$ cat src/rtl/hazard_ctrl_pkg.sv
// Shared types and constants for the pipeline hazard controller:
// register-index width and execute-operand forward selects.
package hazard_ctrl_pkg;

    localparam int REG_W = 5;

    typedef logic [REG_W-1:0] reg_idx_t;
    typedef logic [1:0]       fwd_t;

    localparam fwd_t FWD_RF = 2'b00;
    localparam fwd_t FWD_M  = 2'b01;
    localparam fwd_t FWD_W  = 2'b10;

endpackage

$ cat src/rtl/hazard_ctrl_fwd_sel.sv
// Forward-source select for one execute-stage operand; the youngest
// producer (M) wins over W, and x0 never forwards.
module fwd_sel
    import hazard_ctrl_pkg::*;
(
    input  logic [REG_W-1:0] e_rs,
    input  logic [REG_W-1:0] m_rd,
    input  logic             m_we,
    input  logic             m_load,
    input  logic [REG_W-1:0] w_rd,
    input  logic             w_we,
    output logic [1:0]       sel
);

    logic m_hit;
    logic w_hit;

    // A load in M has no data yet; load-use stalling keeps that case away.
    assign m_hit = m_we && !m_load && (m_rd != '0) && (m_rd == e_rs);
    assign w_hit = w_we && (w_rd != '0) && (w_rd == e_rs);

    always_comb begin
        sel = FWD_RF;
        if (m_hit) begin
            sel = FWD_M;
        end else if (w_hit) begin
            sel = FWD_W;
        end
    end

endmodule

$ cat src/rtl/hazard_ctrl.sv
// Hazard controller for a 5-stage pipeline: tracks E/M/W destination
// shadows, detects load-use stalls and redirects, and selects forwards.
module hazard_ctrl
    import hazard_ctrl_pkg::*;
(
    input  logic             clk,
    input  logic             rst,
    input  logic [REG_W-1:0] rs1_d,
    input  logic [REG_W-1:0] rs2_d,
    input  logic             rs1_used_d,
    input  logic             rs2_used_d,
    input  logic [REG_W-1:0] rd_d,
    input  logic             we_d,
    input  logic             load_d,
    input  logic             jb,
    output logic             stall_f,
    output logic             stall_d,
    output logic             flush_d,
    output logic             bubble_e,
    output logic [1:0]       fwd_a,
    output logic [1:0]       fwd_b,
    output logic [31:0]      stall_cnt
);

    logic [REG_W-1:0] e_rs1, e_rs2, e_rd;
    logic             e_we, e_load;
    logic [REG_W-1:0] m_rd;
    logic             m_we, m_load;
    logic [REG_W-1:0] w_rd;
    logic             w_we;

    logic rs1_haz, rs2_haz, lu;

    assign rs1_haz = rs1_used_d && (rs1_d != '0) && (rs1_d == e_rd);
    assign rs2_haz = rs2_used_d && (rs2_d != '0) && (rs2_d == e_rd);
    assign lu      = e_load && e_we && (e_rd != '0) && (rs1_haz || rs2_haz);

    // A redirect squashes the dependent instruction, so it overrides the stall.
    always_comb begin
        stall_f  = 1'b0;
        stall_d  = 1'b0;
        flush_d  = 1'b0;
        bubble_e = 1'b0;
        if (jb) begin
            flush_d  = 1'b1;
            bubble_e = 1'b1;
        end else if (lu) begin
            stall_f  = 1'b1;
            stall_d  = 1'b1;
            bubble_e = 1'b1;
        end
    end

    // D -> E boundary
    always_ff @(posedge clk or posedge rst) begin
        if (rst) begin
            e_rs1  <= '0;
            e_rs2  <= '0;
            e_rd   <= '0;
            e_we   <= 1'b0;
            e_load <= 1'b0;
        end else if (bubble_e) begin
            e_rs1  <= '0;
            e_rs2  <= '0;
            e_rd   <= '0;
            e_we   <= 1'b0;
            e_load <= 1'b0;
        end else begin
            e_rs1  <= rs1_d;
            e_rs2  <= rs2_d;
            e_rd   <= rd_d;
            e_we   <= we_d;
            e_load <= load_d;
        end
    end

    // E -> M -> W boundaries
    always_ff @(posedge clk or posedge rst) begin
        if (rst) begin
            m_rd   <= '0;
            m_we   <= 1'b0;
            m_load <= 1'b0;
            w_rd   <= '0;
            w_we   <= 1'b0;
        end else begin
            m_rd   <= e_rd;
            m_we   <= e_we;
            m_load <= e_load;
            w_rd   <= m_rd;
            w_we   <= m_we;
        end
    end

    always_ff @(posedge clk or posedge rst) begin
        if (rst) begin
            stall_cnt <= '0;
        end else if (lu && !jb) begin
            stall_cnt <= stall_cnt + 32'd1;
        end
    end

    fwd_sel u_fwd_a (
        .e_rs   (e_rs1),
        .m_rd   (m_rd),
        .m_we   (m_we),
        .m_load (m_load),
        .w_rd   (w_rd),
        .w_we   (w_we),
        .sel    (fwd_a)
    );

    fwd_sel u_fwd_b (
        .e_rs   (e_rs2),
        .m_rd   (m_rd),
        .m_we   (m_we),
        .m_load (m_load),
        .w_rd   (w_rd),
        .w_we   (w_we),
        .sel    (fwd_b)
    );

endmodule

$ cat config.mk
export PLATFORM = sky130hd
export DESIGN_NAME = hazard_ctrl
export DESIGN_NICKNAME = d
export VERILOG_FILES = /design/src/rtl/hazard_ctrl_pkg.sv /design/src/rtl/hazard_ctrl_fwd_sel.sv /design/src/rtl/hazard_ctrl.sv
export SDC_FILE = /design/constraint.sdc
export NUM_CORES = 1
export LEC_CHECK = 0
export ABC_AREA = 0
export ABC_CLOCK_PERIOD_IN_PS = 1910
export CORE_ASPECT_RATIO = 1.1
export CORE_UTILIZATION = 50
export DETAILED_ROUTE_END_ITERATION = 8
export DONT_BUFFER_PORTS = 1
export HOLD_SLACK_MARGIN = 0.15
export PLACE_DENSITY = 0.74
export SETUP_SLACK_MARGIN = 0.05
export SLEW_MARGIN = 30
export SYNTH_ARGS = -nofsm -noshare
export SYNTH_HDL_FRONTEND = slang
export SYNTH_SLANG_ARGS = --single-unit
export TNS_END_PERCENT = 1
$ cat constraint.sdc
create_clock -name clk -period 1.91 [get_ports clk]
set_input_delay 0.191 -clock clk [delete_from_list [all_inputs] [get_ports clk]]
set_output_delay 0.191 -clock clk [all_outputs]
set_load 0.01 [all_outputs]
After elaboration in Yosys (flattened, before gate mapping). Cells that the tools add are included.

Register bits after elaboration: 62. Bits of input ports: 22. Output and inout port bits: 40. Logic and storage cells: 54.

Add/sub/neg operators: 1. Eq/ne operators: 6. Multiplexer cells: 13. Reductions and logical operators: 23.

Operators with widths (count): adder 32 x 1 -> 32 bit, second input constant (1); == test 5 bit (6); nonzero test 5 bit (5); logical AND 1 bit (15); two-way mux 5 bit (3); two-way mux 2 bit (4); two-way mux 1 bit (6); zero test 1 bit (2); logical OR 1 bit (1).

Longest topological paths before layout. Gate-level depths: netlist of the first run.

Depth after elaboration: 8. Mapped depth: 7.

Cells and area by module. From an unflattened synthesis of the first run, not the netlist that was laid out.

Cell total of the unflattened synthesis: 247. Area total of the unflattened synthesis: 2897.8 µm².

By module, submodules not included: hazard_ctrl (instances 1, cells an instance 203, area an instance 2560.0 µm²); fwd_sel (instances 2, cells an instance 22, area an instance 168.9 µm²).

Worst setup path after synthesis of the first run. OpenSTA, ideal clock, no wires.

Path kind: reg-to-reg. Start point: reg e_rd[4]. End point: reg stall_cnt[1]. Library setup time: 125 ps. Arrival time: 1792 ps. Data required time: 1785 ps. Slack: -6 ps. Stages on the path, launching flop included: 6. Period minus slack after synthesis: 1916 ps. Cells stage by stage: dfrtp_1 > xor2_1 > nor4_2 > nand3_2 > a21oi_1 > mux2_2.

Longest elaborated chain between the ends: 5. Elaborated cells on any way between the ends: 9. Classes of those cells: eq/ne: 2; reduce/logical: 7.

RTL lines: start: declaration (RTL line hazard_ctrl.sv:25) `logic [REG_W-1:0] e_rs1, e_rs2, e_rd;`; start signal: assignment (RTL line hazard_ctrl.sv:71) `e_rd <= rd_d;`; == test 5 bit (on tied branches) (RTL line hazard_ctrl.sv:34, hazard_ctrl.sv:35); logical AND 1 bit (on tied branches) (RTL line hazard_ctrl.sv:34, hazard_ctrl.sv:35); logical OR 1 bit (RTL line hazard_ctrl.sv:36) `assign lu = e_load && e_we && (e_rd != '0) && (rs1_haz || rs2_haz);`; logical AND 1 bit * (RTL line hazard_ctrl.sv:36); logical AND 1 bit * (RTL line hazard_ctrl.sv:97) `end else if (lu && !jb) begin`; end signal: assignment (RTL line hazard_ctrl.sv:98) `stall_cnt <= stall_cnt + 32'd1;`; end: declaration (RTL line hazard_ctrl.sv:22) `output logic [31:0] stall_cnt`.

Mark *: on every way between the ends. The rest lies on a longest branch, timed or not. A chain may end at the register's enable or synchronous reset.

Worst setup path in the final report of the first run.
Start point: reg w_rd[0]. End point: out fwd_b[1].

Longest elaborated chain between the ends: 5. Elaborated cells on any way between the ends: 6. Classes of those cells: eq/ne: 1; mux: 2; reduce/logical: 3.

RTL lines: start: declaration (RTL line hazard_ctrl.sv:29) `logic [REG_W-1:0] w_rd;`; start signal: assignment (RTL line hazard_ctrl.sv:89) `w_rd <= m_rd;`; nonzero test 5 bit (RTL line hazard_ctrl_fwd_sel.sv:20) `assign w_hit = w_we && (w_rd != '0) && (w_rd == e_rs);`; logical AND 1 bit (RTL line hazard_ctrl_fwd_sel.sv:20); logical AND 1 bit * (RTL line hazard_ctrl_fwd_sel.sv:20); two-way mux 2 bit * (RTL line hazard_ctrl_fwd_sel.sv:26) `end else if (w_hit) begin`; two-way mux 2 bit * (RTL line hazard_ctrl_fwd_sel.sv:24) `if (m_hit) begin`; end: declaration (RTL line hazard_ctrl.sv:21) `output logic [1:0] fwd_b,`.

Marks and branches as above.

==> key figures, run 1 <==
CTS
  • Clk root buf: clkbuf_8
  • CTS tree: done
  • Clock H-tree levels: 3
  • Clock Latency Late Sink: 0.33 ns
  • Clock Sinks: 62
  • Clk buf depth: 2
  • Clock-pin slew on the worst setup and hold paths: 0.07 ns
  • Number of CTS-inserted buffers: 9

Power
  • Sequential group share of total power: 0.508
  • Power Internal: 2.09 mW
  • Power Density: 745 mW/mm2
  • Switch Pwr: 0.624 mW
  • Clock power frac: 0.413
  • Leak: 1.68 nW
  • Peak supply drop: 0.597 mV
  • Comb pwr share: 0.079
  • Net Sw Frac: 0.230

Route
  • DRT antenna net count: 0
  • Drt drc: 0
  • Routed WL: 6.00 mm
  • Drt via density: 5.13
  • Avg WL per Cell: 15.5 um
  • DRT iter0 DRCs: 80
  • First drt pass iteration count: 4
  • Routed via count: slightly below 2,000

Worst setup path
  • R2R setup slack: -0.10 ns
  • Setup crit start: w_rd[0]
  • Critical path required time: 1.72 ns
  • Reg2reg end: stall_cnt[21]
  • Crit path launch type: register
  • Critical path peak fanout: 2
  • R2R cell count: 6
  • Worst EP arrival: 1.93 ns
  • Reg-to-reg startpoint: e_rd[2]
  • Crit path to: fwd_b[1]
  • Setup CP Type: reg -> out
  • Type of destination of the critical path: output pin

STA
  • FMAX: approximately 0.47 GHz
  • Final setup margin: -0.215 ns
  • Final slew viol count: 0
  • Fin crit share: 1.11
  • Max_slew headroom: 0.614
  • Crit path time final: 2.13 ns
  • Final setup viols: 22
  • Worst Skew: 0.00845 ns
  • Hold Slack: about 0.35 ns
  • Slew @ Worst Pin: about 0.58 ns
  • Final Hold Vio Count: 0
  • Unrepaired setup endpoints after global routing: yes

Synthesis
  • Mapped Nets: 261
  • Number of flops mapped to enable cells by yosys: 0
  • Most common cell in the netlist: dfrtp_1
  • Post-synth top flop: dfrtp_1
  • Synth cell count leaders: dfrtp_1, xnor2_1, xor2_1
  • Yosys warnings: 0
  • Post-Synthesis Cells: 238
  • Synth area leaders: dfrtp_1, xnor2_1, xor2_1
  • Seq/Total Area, Yosys: 0.556
  • Asr flop ratio synth: 1.00
  • Mapped Area: 0.00279 mm2
  • Unique masters post-synth: 32
  • Leading area contributor after synthesis: dfrtp_1
  • Seq cells post-synth: 62
  • Top-area cell type share of the netlist area: 0.556
  • Avg Cell Area, Syn: 11.7 um2

Global routing
  • Antenna violations before repair: 0
  • Grt ovf: 0
  • Largest net degree at the start of global routing: 37
  • GRT Overall Usage: 0.227
  • First-pass GRT wire length: 9.65 mm
  • Vias in the first global route: approximately 2,000

Place
  • Final HPWL DP: 4.19 mm
  • Dpl cell area: 0.00316 mm2
  • Port bufs: 0
  • Routability-driven placement congestion ratio: 0.807
  • Placed insts: approximately 350

Run
  • Max cap viols: 0

Die
  • Core Area: 0.00540 mm2
  • Die footprint: 0.00589 mm2
  • Die height: between 80 and 90 um
  • Die X: about 73 um
  • FP Rows: 28
  • I/O pin cnt: 62
  • Initial Utilization: 0.517

Finish
  • # nets final: 329
  • Share of layout cells above drive strength 1: 0.260
  • Design Area, Final: between 0.003 and 0.004 mm2
  • Utilization after layout: 0.676
  • Non-Filler Instances: 386
  • Area grow syn2layout: 30.6%
  • N_diodes: 0

Worst hold path
  • Min-delay worst type: in -> reg
  • Hold Path Depth: 5

Status
  • Status: finished with violations
  • Violated checks: setup timing
-- state kept, by name (all words and copies together), names as in the netlist --
| signal | flops |
|---|---|
| m_load | 1 |
| w_we | 1 |
| e_rs1 | 5 |
| e_we | 1 |
| m_rd | 5 |
| stall_cnt | 32 |
| e_rd | 5 |
| e_rs2 | 5 |
| e_load | 1 |
| w_rd | 5 |
| m_we | 1 |
-- final cells by class --
type	instances	area, um2
fill	439	1750
clock inverter	6	61.3
inverter	3	11.3
clock buffer	10	138
multi-input combinational	167	1240
timing repair buffer	63	544
sequential	62	1550
tap	75	93.8
-- per-layer routing --
metal  global-route usage  routed length, um  up-vias
met3               0.0540                278       12
met1                0.275               2510      977
met2                0.371               3080       41
met5                    0                  0        -
met4                0.118                132        0
li1                     -                  -      949
-- power groups by stage --
stage	sequential [mW]	combinational (mW)	clock (mW)
6_report	1.38	0.214	1.12
5_1_grt	1.38	0.236	1.22
4_1_cts	1.38	0.206	1.15
3_5_place_dp	1.40	0.162	0
3_3_place_gp	1.40	0.158	0
2_1_floorplan	1.40	0.106	0
-- metrics by stage --
stage | power (mW) | setup WS (ns) | setup TNS (ns)
floorplan | 1.51 | -0.00631 | -0.00633
global placement | 1.56 | -0.0498 | -0.439
detailed placement | 1.56 | -0.122 | -1.74
CTS | 2.73 | -0.211 | -1.95
global route | 2.84 | -0.263 | -4.45
finish | 2.71 | -0.215 | -1.35
-- cells by family after synthesis --
group / Yosys count / share of synthesized area
flip-flops: 62 / 0.556
buffers and inverters: 9 / 0.0188
multiplexers: 1 / 0.00403
AO/OA/AOI/OAI: 11 / 0.0314
AND/OR/NAND/NOR: 94 / 0.197
XOR/XNOR: 60 / 0.188
adder cells (fa/ha/maj): 1 / 0.00448
-- cells in the final DEF, fill, tap and decap left out, drive strengths merged, types with 2 or more instances in the layout --
master / netlist / layout
and3: 2 / 2
buf: 5 / 44
a21oi: 4 / 4
dfrtp: 62 / 62
or4: 4 / 4
nor2: 5 / 5
xnor2: 34 / 34
nand4: 9 / 9
nand3: 19 / 19
nand2: 15 / 15
clkbuf: 1 / 10
a211oi: 2 / 2
inv: 3 / 3
clkinv: 0 / 4
nor3: 5 / 5
and2: 22 / 22
nor4: 6 / 6
dlygate4sd3: 0 / 19
xor2: 26 / 26
and4: 4 / 4
o21ai: 3 / 3
-- worst min path at each step --
stage,start,to,slack [ns]
finish,rs1_used_d,stall_cnt[27],0.35
global route,rs1_used_d,stall_cnt[27],0.37
CTS,rs2_used_d,stall_cnt[15],0.35
detailed placement,rst,stall_cnt[31],0.17
global placement,rst,stall_cnt[31],0.16
floorplan,load_d,e_load,0.32
-- repair_timing --
item | CTS | global route
pin swaps | 13 | 9
hold buffers | 19 | 0
setup endpoints to repair | 53 | 54
resized for setup | 8 | 9
setup buffers | 4 | 0
hold endpoints to repair | 43 | 0
-- critical path: stages (launching register included) --
cell and delay (ns):
dfrtp_1 0.40, buf_6 0.13, xor2_1 0.15, or4_1 0.48, nor4_1 0.28, buf_4 0.17
(Power assumes the default switching activity.)
==> run 2: changes to the inputs <==
--- a/config.mk
+++ b/config.mk
@@ -12,7 +12,7 @@
 export DETAILED_ROUTE_END_ITERATION = 8
 export DONT_BUFFER_PORTS = 1
 export HOLD_SLACK_MARGIN = 0.15
-export PLACE_DENSITY = 0.74
+export PLACE_DENSITY = 0.68
 export SETUP_SLACK_MARGIN = 0.05
 export SLEW_MARGIN = 30
 export SYNTH_ARGS = -nofsm -noshare
==> run 2 against run 1 <==
Highest routed layer unchanged. Clock power up 13%. Largest cell class unchanged. Register-to-register slack got worse by 0.04 ns. The run still ends with setup timing left. Sequential cell count is the same. Count of clock-buffer cells in the layout is 2 higher. Non-clock buffer count grew 6. Largest power group unchanged. Design area is 2.4% higher. Total power grew 5.2%. Maximum frequency increased by 3.5%. Global-route usage fell by 0.93 points. Routed wire length shrank 4.5%.
==> key figures, run 2 (synthesized netlist as in run 1, its figures left out) <==
Worst hold path
  • Min-delay worst type: in -> reg (unchanged)

STA
  • Slew @ Worst Pin: 0.397 ns (was 0.579 ns)
  • Fin crit share: 1.07 (was 1.11)
  • Max_slew headroom: 0.735 (was 0.614)
  • Final setup viols: 23 (was 22)
  • Crit path time final: 2.05 ns (was 2.13 ns)
  • Worst Skew: 0.0102 ns (was 0.00845 ns)
  • Final Hold Vio Count: 0 (unchanged)
  • Final setup margin: -0.142 ns (was -0.215 ns)
  • FMAX: 0.487 GHz (was 0.471 GHz)
  • Final slew viol count: 0 (unchanged)
  • Unrepaired setup endpoints after global routing: yes (unchanged)

Place
  • Routability-driven placement congestion ratio: 0.740 (was 0.807)
  • Port bufs: 0 (unchanged)
  • Final HPWL DP: 3.93 mm (was 4.19 mm)
  • Placed insts: 350 (was 347)

CTS
  • Clk buf depth: 2 (unchanged)
  • Number of CTS-inserted buffers: 9 (unchanged)
  • Clock-pin slew on the worst setup and hold paths: 0.07 ns (about the same)
  • Clk root buf: clkbuf_8 (unchanged)
  • CTS tree: done (unchanged)
  • Clock Latency Late Sink: 0.34 ns (was 0.33 ns)
  • Clock Sinks: 62 (unchanged)
  • Clock H-tree levels: 3 (unchanged)

Worst setup path
  • Type of destination of the critical path: register (was output pin)
  • Critical path peak fanout: 3 (was 2)
  • Critical path required time: 2.17 ns (was 1.72 ns)
  • Crit path launch type: register (unchanged)
  • Setup CP Type: reg -> reg (was reg -> out)
  • Worst EP arrival: 2.31 ns (was 1.93 ns)

Die
  • Die footprint: 0.00589 mm2 (unchanged)
  • I/O pin cnt: 62 (unchanged)
  • Core Area: 0.00540 mm2 (unchanged)
  • Die height: 80.4 um (unchanged)
  • FP Rows: 28 (unchanged)
  • Initial Utilization: 0.517 (unchanged)
  • Die X: 73.2 um (unchanged)

Global routing
  • Vias in the first global route: 2,045 (was 1,994)
  • Largest net degree at the start of global routing: 33 (was 37)
  • Antenna violations before repair: 0 (unchanged)
  • Grt ovf: 0 (unchanged)
  • First-pass GRT wire length: 9.36 mm (was 9.65 mm)
  • GRT Overall Usage: 0.217 (was 0.227)

Finish
  • Area grow syn2layout: 33.7% (was 30.6%)
  • Commonest cells after routing, fill and taps aside: dfrtp_1, buf_4, xnor2_1, xor2_1, and2_1 (unchanged)
  • Share of layout cells above drive strength 1: 0.284 (was 0.260)
  • # nets final: 335 (was 329)
  • Largest Register: stall_cnt (unchanged)
  • Commonest non-fill, non-tap cell in the layout: dfrtp_1 (unchanged)
  • Max reg flops: 32 (unchanged)
  • Fillers: 433 (was 439)
  • N_diodes: 0 (unchanged)
  • Non-Filler Instances: 392 (was 386)

Route
  • Routed WL: 5.73 mm (was 6.00 mm)
  • Routed via count: 1,992 (was 1,979)
  • Avg WL per Cell: 14.6 um (was 15.5 um)
  • First drt pass iteration count: 4 (unchanged)
  • Drt via density: 5.08 (was 5.13)
  • DRT antenna net count: 0 (unchanged)
  • DRT iter0 DRCs: 101 (was 80)
  • Drt drc: 0 (unchanged)

Power
  • Peak supply drop: 0.529 mV (was 0.597 mV)
  • Leak: 1.72 nW (was 1.68 nW)
  • Power Density: 765 mW/mm2 (was 745 mW/mm2)
  • Total power: 2.86 mW (was 2.71 mW)

Status
  • Status: finished with violations (unchanged)
  • Violated checks: setup timing (unchanged)

Run
  • Max cap viols: 0 (unchanged)
run 2: cell count changes in the layout (fill, tap and decap cells not counted), moves of 2 or more:
cell / change
buf_4: +5
clkbuf_1: +2
nor4_1: -2
nor4_2: +2
run 2: worst max-delay path, stage by stage, from the launching register on:
cell	delay (ns)
dfrtp_1	0.36
buf_4	0.13
buf_4	0.11
buf_4	0.10
nor3_2	0.04
a211o_1	0.27
or3_1	0.37
o32a_2	0.24
nor3_2	0.20
xor2_1	0.16
run 2: final timing paths:
check / from / end / slack [ns] / depth (start not counted)
setup reg to reg: e_rd[3] / stall_cnt[21] / -0.14 / 9
hold / removal: jb / e_rd[1] / 0.19 / 3
hold reg to reg: m_we / w_we / 0.39 / 0
setup / recovery: e_rd[3] / stall_cnt[21] / -0.14 / 9
min in group asynchronous: rst / w_rd[1] / 0.39 / 3
max in group asynchronous: rst / stall_cnt[1] / 1.22 / 3
run 2: layout make-up:
type                    count  area [um2]  share of cell area
clock buffers              12         145              0.0389
clock inverters             4        70.1              0.0188
inverters                   3        11.3             0.00302
multi-input cells         167        1260               0.337
flip-flops and latches     62        1550               0.416
well taps                  75        93.8              0.0251
repair buffers             69         603               0.162
run 2: what timing repair did:
action / in CTS / in global routing
resized for setup: 13 / 8
hold buffers: 18 / 0
endpoints found under the hold margin: 79 / 0
setup buffers: 8 / 0
pin swaps: 24 / 3
setup endpoints to repair: 54 / 39
run 2: through the flow:
step,hold WS (ns),area (um2),setup slack [ns],util,setup TNS [ns]
CTS,0.182,3700,-0.174,0.686,-1.37
global route,0.179,3730,-0.291,0.692,-4.06
global placement,0.178,3190,-0.0444,0.592,-0.252
finish,0.192,3730,-0.142,0.692,-1.27
floorplan,0.320,2790,-0.00631,-,-0.00633
detailed placement,0.178,3190,-0.157,0.592,-1.68
run 2: per-layer routing:
metal / share of wire / track usage / wire length [um]
met5: 0 / 0 / 0
met4: 0.0084 / 0.0843 / 48
met3: 0.062 / 0.0991 / 358
met2: 0.49 / 0.329 / 2830
met1: 0.44 / 0.269 / 2500
run 2: report_power, final:
group / leakage (nW) / switching [mW] / internal, mW / total (mW)
Combinational: 0.784 / 0.102 / 0.116 / 0.218
Sequential: 0.827 / 0.0281 / 1.35 / 1.38
Clock: 0.110 / 0.494 / 0.767 / 1.26
Total: 1.72 / 0.624 / 2.23 / 2.86
==> run 3: changes to the inputs <==
--- a/config.mk
+++ b/config.mk
@@ -6,13 +6,12 @@
 export NUM_CORES = 1
 export LEC_CHECK = 0
 export ABC_AREA = 0
-export ABC_CLOCK_PERIOD_IN_PS = 1910
+export ABC_CLOCK_PERIOD_IN_PS = 2400
 export CORE_ASPECT_RATIO = 1.1
 export CORE_UTILIZATION = 50
 export DETAILED_ROUTE_END_ITERATION = 8
 export DONT_BUFFER_PORTS = 1
 export HOLD_SLACK_MARGIN = 0.15
-export PLACE_DENSITY = 0.68
 export SETUP_SLACK_MARGIN = 0.05
 export SLEW_MARGIN = 30
 export SYNTH_ARGS = -nofsm -noshare
==> constraint.sdc (replaced) <==
create_clock -name clk -period 2.4 [get_ports clk]
set_input_delay 0.24 -clock clk [delete_from_list [all_inputs] [get_ports clk]]
set_output_delay 0.24 -clock clk [all_outputs]
set_load 0.01 [all_outputs]
==> run 3 against run 2 <==
The flow now finishes without violations. Design area decreased by 13%. Count of clock-buffer cells in the layout decreased by 2. Non-clock buffer count decreased by 45. Via count decreased by 11%. First-iteration DRC count decreased by 24%. Worst setup slack improved by 0.32 ns. Global-route usage decreased by 1.8 points. Sequential power decreased by 20%. Combinational power decreased by 43%. Final cell count decreased by 12%. Clock skew decreased by 0.0014 ns. Critical path type is now reg -> out.
==> key figures, run 3 (synthesized netlist as in run 1, its figures left out) <==
Worst setup path
  • Critical path required time: 2.16 ns (was 2.17 ns)
  • Crit path depth: 5 (was 9)
  • WP buf/inv: 1 (was 3)
  • Worst EP arrival: 1.98 ns (was 2.31 ns)
  • Setup crit start: m_rd[3] (was e_rd[3])
  • CP max stage cell: or4_1 (was or3_1)
  • Type of destination of the critical path: output pin (was register)
  • Critical-path cell list: or4_1 > o21ai_2 > nor4_1 > nor4_1 > buf_4 (was buf_4 > buf_4 > buf_4 > nor3_2 > a211o_1 > or3_1 > o32a_2 > nor3_2 > xor2_1)
  • Reg-to-reg startpoint: e_rd[0] (was e_rd[3])
  • Crit path launch type: register (unchanged)
  • Family with the most delay on the worst path: simple AND/OR/NAND/NOR gates (unchanged)
  • Critical Path Most Common Cell: nor4_1 (was buf_4)
  • R2R cell count: 6 (was 9)
  • Critical path peak fanout: 4 (was 3)
  • Slowest stage delay, CP: 0.56 ns (was 0.37 ns)
  • Setup CP Type: reg -> out (was reg -> reg)

Status
  • Status: finished, final reports clean (was finished with violations)

STA
  • Fin crit share: 0.925
  • Final Hold Vio Count: 0 (unchanged)
  • Hold Slack: 0.205 ns (was 0.192 ns)
  • Worst Skew: 0.00885 ns (was 0.0102 ns)
  • Unrepaired setup endpoints after global routing: yes (unchanged)
  • Max_slew headroom: 0.511 (was 0.735)
  • Crit path time final: 2.22 ns
  • Slew @ Worst Pin: 0.727 ns (was 0.397 ns)
  • Final setup viols: 0 (was 23)
  • Final slew viol count: 0 (unchanged)
  • FMAX: 0.450 GHz
  • Setup TNS: 0 ns (was -1.27 ns)

CTS
  • Clock Sinks: 62 (unchanged)
  • Clk root buf: clkbuf_8 (unchanged)
  • Number of CTS-inserted buffers: 9 (unchanged)
  • CTS tree: done (unchanged)
  • Clock H-tree levels: 3 (unchanged)
  • Clock Latency Late Sink: 0.33 ns (was 0.34 ns)
  • Postcts setup bufs: 0 (was 8)
  • Clk buf depth: 2 (unchanged)
  • Clock-pin slew on the worst setup and hold paths: 0.07 ns (about the same)

Route
  • Routed via count: 1,773 (was 1,992)
  • Drt via density: 5.12 (was 5.08)
  • First drt pass iteration count: 4 (unchanged)
  • Avg WL per Cell: 15.4 um (was 14.6 um)
  • Metal2 WL: 2.55 mm (was 2.83 mm)
  • Met3 wire len: 304 um (was 358 um)
  • Drt drc: 0 (unchanged)
  • DRT antenna net count: 0 (unchanged)
  • Top Metal Used: met4 (unchanged)
  • DRT iter0 DRCs: 77 (was 101)
  • Routed WL: 5.32 mm (was 5.73 mm)
  • Routed met1 length: 2.41 mm (was 2.50 mm)

Finish
  • # nets final: 290 (was 335)
  • N_diodes: 0 (unchanged)
  • Commonest cells after routing, fill and taps aside: dfrtp_1, xnor2_1, xor2_1, and2_1 (was dfrtp_1, buf_4, xnor2_1, xor2_1, and2_1)
  • Max reg flops: 32 (unchanged)
  • Share of layout cells above drive strength 1: 0.122 (was 0.284)
  • Sequential Area: 0.00155 mm2 (about the same)
  • Multi-input logic area: 0.00119 mm2 (was 0.00126 mm2)
  • Fillers: 457 (was 433)
  • Area grow syn2layout: 16.9% (was 33.7%)
  • Commonest non-fill, non-tap cell in the layout: dfrtp_1 (unchanged)
  • Largest Register: stall_cnt (unchanged)

Run
  • Max cap viols: 0 (unchanged)

Power
  • Power Density: 644 mW/mm2 (was 765 mW/mm2)
  • Total power: 2.10 mW (was 2.86 mW)
  • Peak supply drop: 0.623 mV (was 0.529 mV)
  • Leak: 1.47 nW (was 1.72 nW)

Global routing
  • GRT Overall Usage: 0.200 (was 0.217)
  • First-pass GRT wire length: 8.56 mm (was 9.36 mm)
  • Grt ovf: 0 (unchanged)
  • Antenna violations before repair: 0 (unchanged)
  • Largest net degree at the start of global routing: 28 (was 33)
  • Vias in the first global route: 1,780 (was 2,045)

Die
  • Die footprint: 0.00589 mm2 (unchanged)
  • FP Rows: 28 (unchanged)
  • I/O pin cnt: 62 (unchanged)
  • Core Area: 0.00540 mm2 (unchanged)
  • Die X: 73.2 um (unchanged)
  • Die height: 80.4 um (unchanged)
  • Initial Utilization: 0.517 (unchanged)

Place
  • Routability-driven placement congestion ratio: 0.798 (was 0.740)
  • Port bufs: 0 (unchanged)
  • Final HPWL DP: 3.71 mm (was 3.93 mm)

Worst hold path
  • Hold Path Origin: jb (unchanged)
  • Hold Path Depth: 2 (was 3)
  • Min-delay worst type: in -> reg (unchanged)
## run 3: cell count changes in the layout (fill, tap and decap cells not counted), moves of 2 or more
cell / change
clkinv_2: +2
nand3_1: +2
nand3_2: -2
buf_4: -39
clkbuf_1: -2
nor4_2: -4
buf_12: -2
nor4_1: +4
buf_6: -4
## run 3: metal layers
metal	vias to the layer above	GRT usage
li1	865	-
met1	856	0.250
met2	46	0.306
met3	6	0.0753
met4	0	0.0882
met5	-	0
## run 3: power breakdown
part	internal [mW]	total, mW	switching [mW]
combinational	0.0635	0.124	0.0607
clock	0.494	0.875	0.381
sequential	1.07	1.10	0.0310
total	1.63	2.10	0.472
## run 3: what timing repair did
item	4_1_cts	5_1_grt
resized for setup	3	0
pin swaps	0	2
hold endpoints to repair	35	0
endpoints found under the setup margin	3	5
hold buffers	18	0
## run 3: through the flow
step	instances	setup slack, ns	instance area, um2	util
final	346	0.180	3260	0.605
after global routing	346	0.0198	3260	0.605
after CTS	346	0.0888	3260	0.605
after detailed placement	313	0.211	2890	0.535
after global placement	313	0.210	2890	0.535
after floorplan	238	0.484	2790	-
## run 3: layout make-up
type / instances / share of cell area
well taps: 75 / 0.0287
clock inverters: 5 / 0.0153
multi-input cells: 167 / 0.366
flip-flops and latches: 62 / 0.475
clock buffers: 10 / 0.0422
inverters: 3 / 0.00345
repair buffers: 24 / 0.0690
## run 3: final timing paths
check                                end  slack [ns]
setup / recovery                fwd_b[1]        0.18
hold / removal                   e_rd[2]        0.20
setup reg to reg           stall_cnt[25]        0.22
hold reg to reg                     w_we        0.37
max in group asynchronous        w_rd[0]        1.35
min in group asynchronous  stall_cnt[22]        0.36
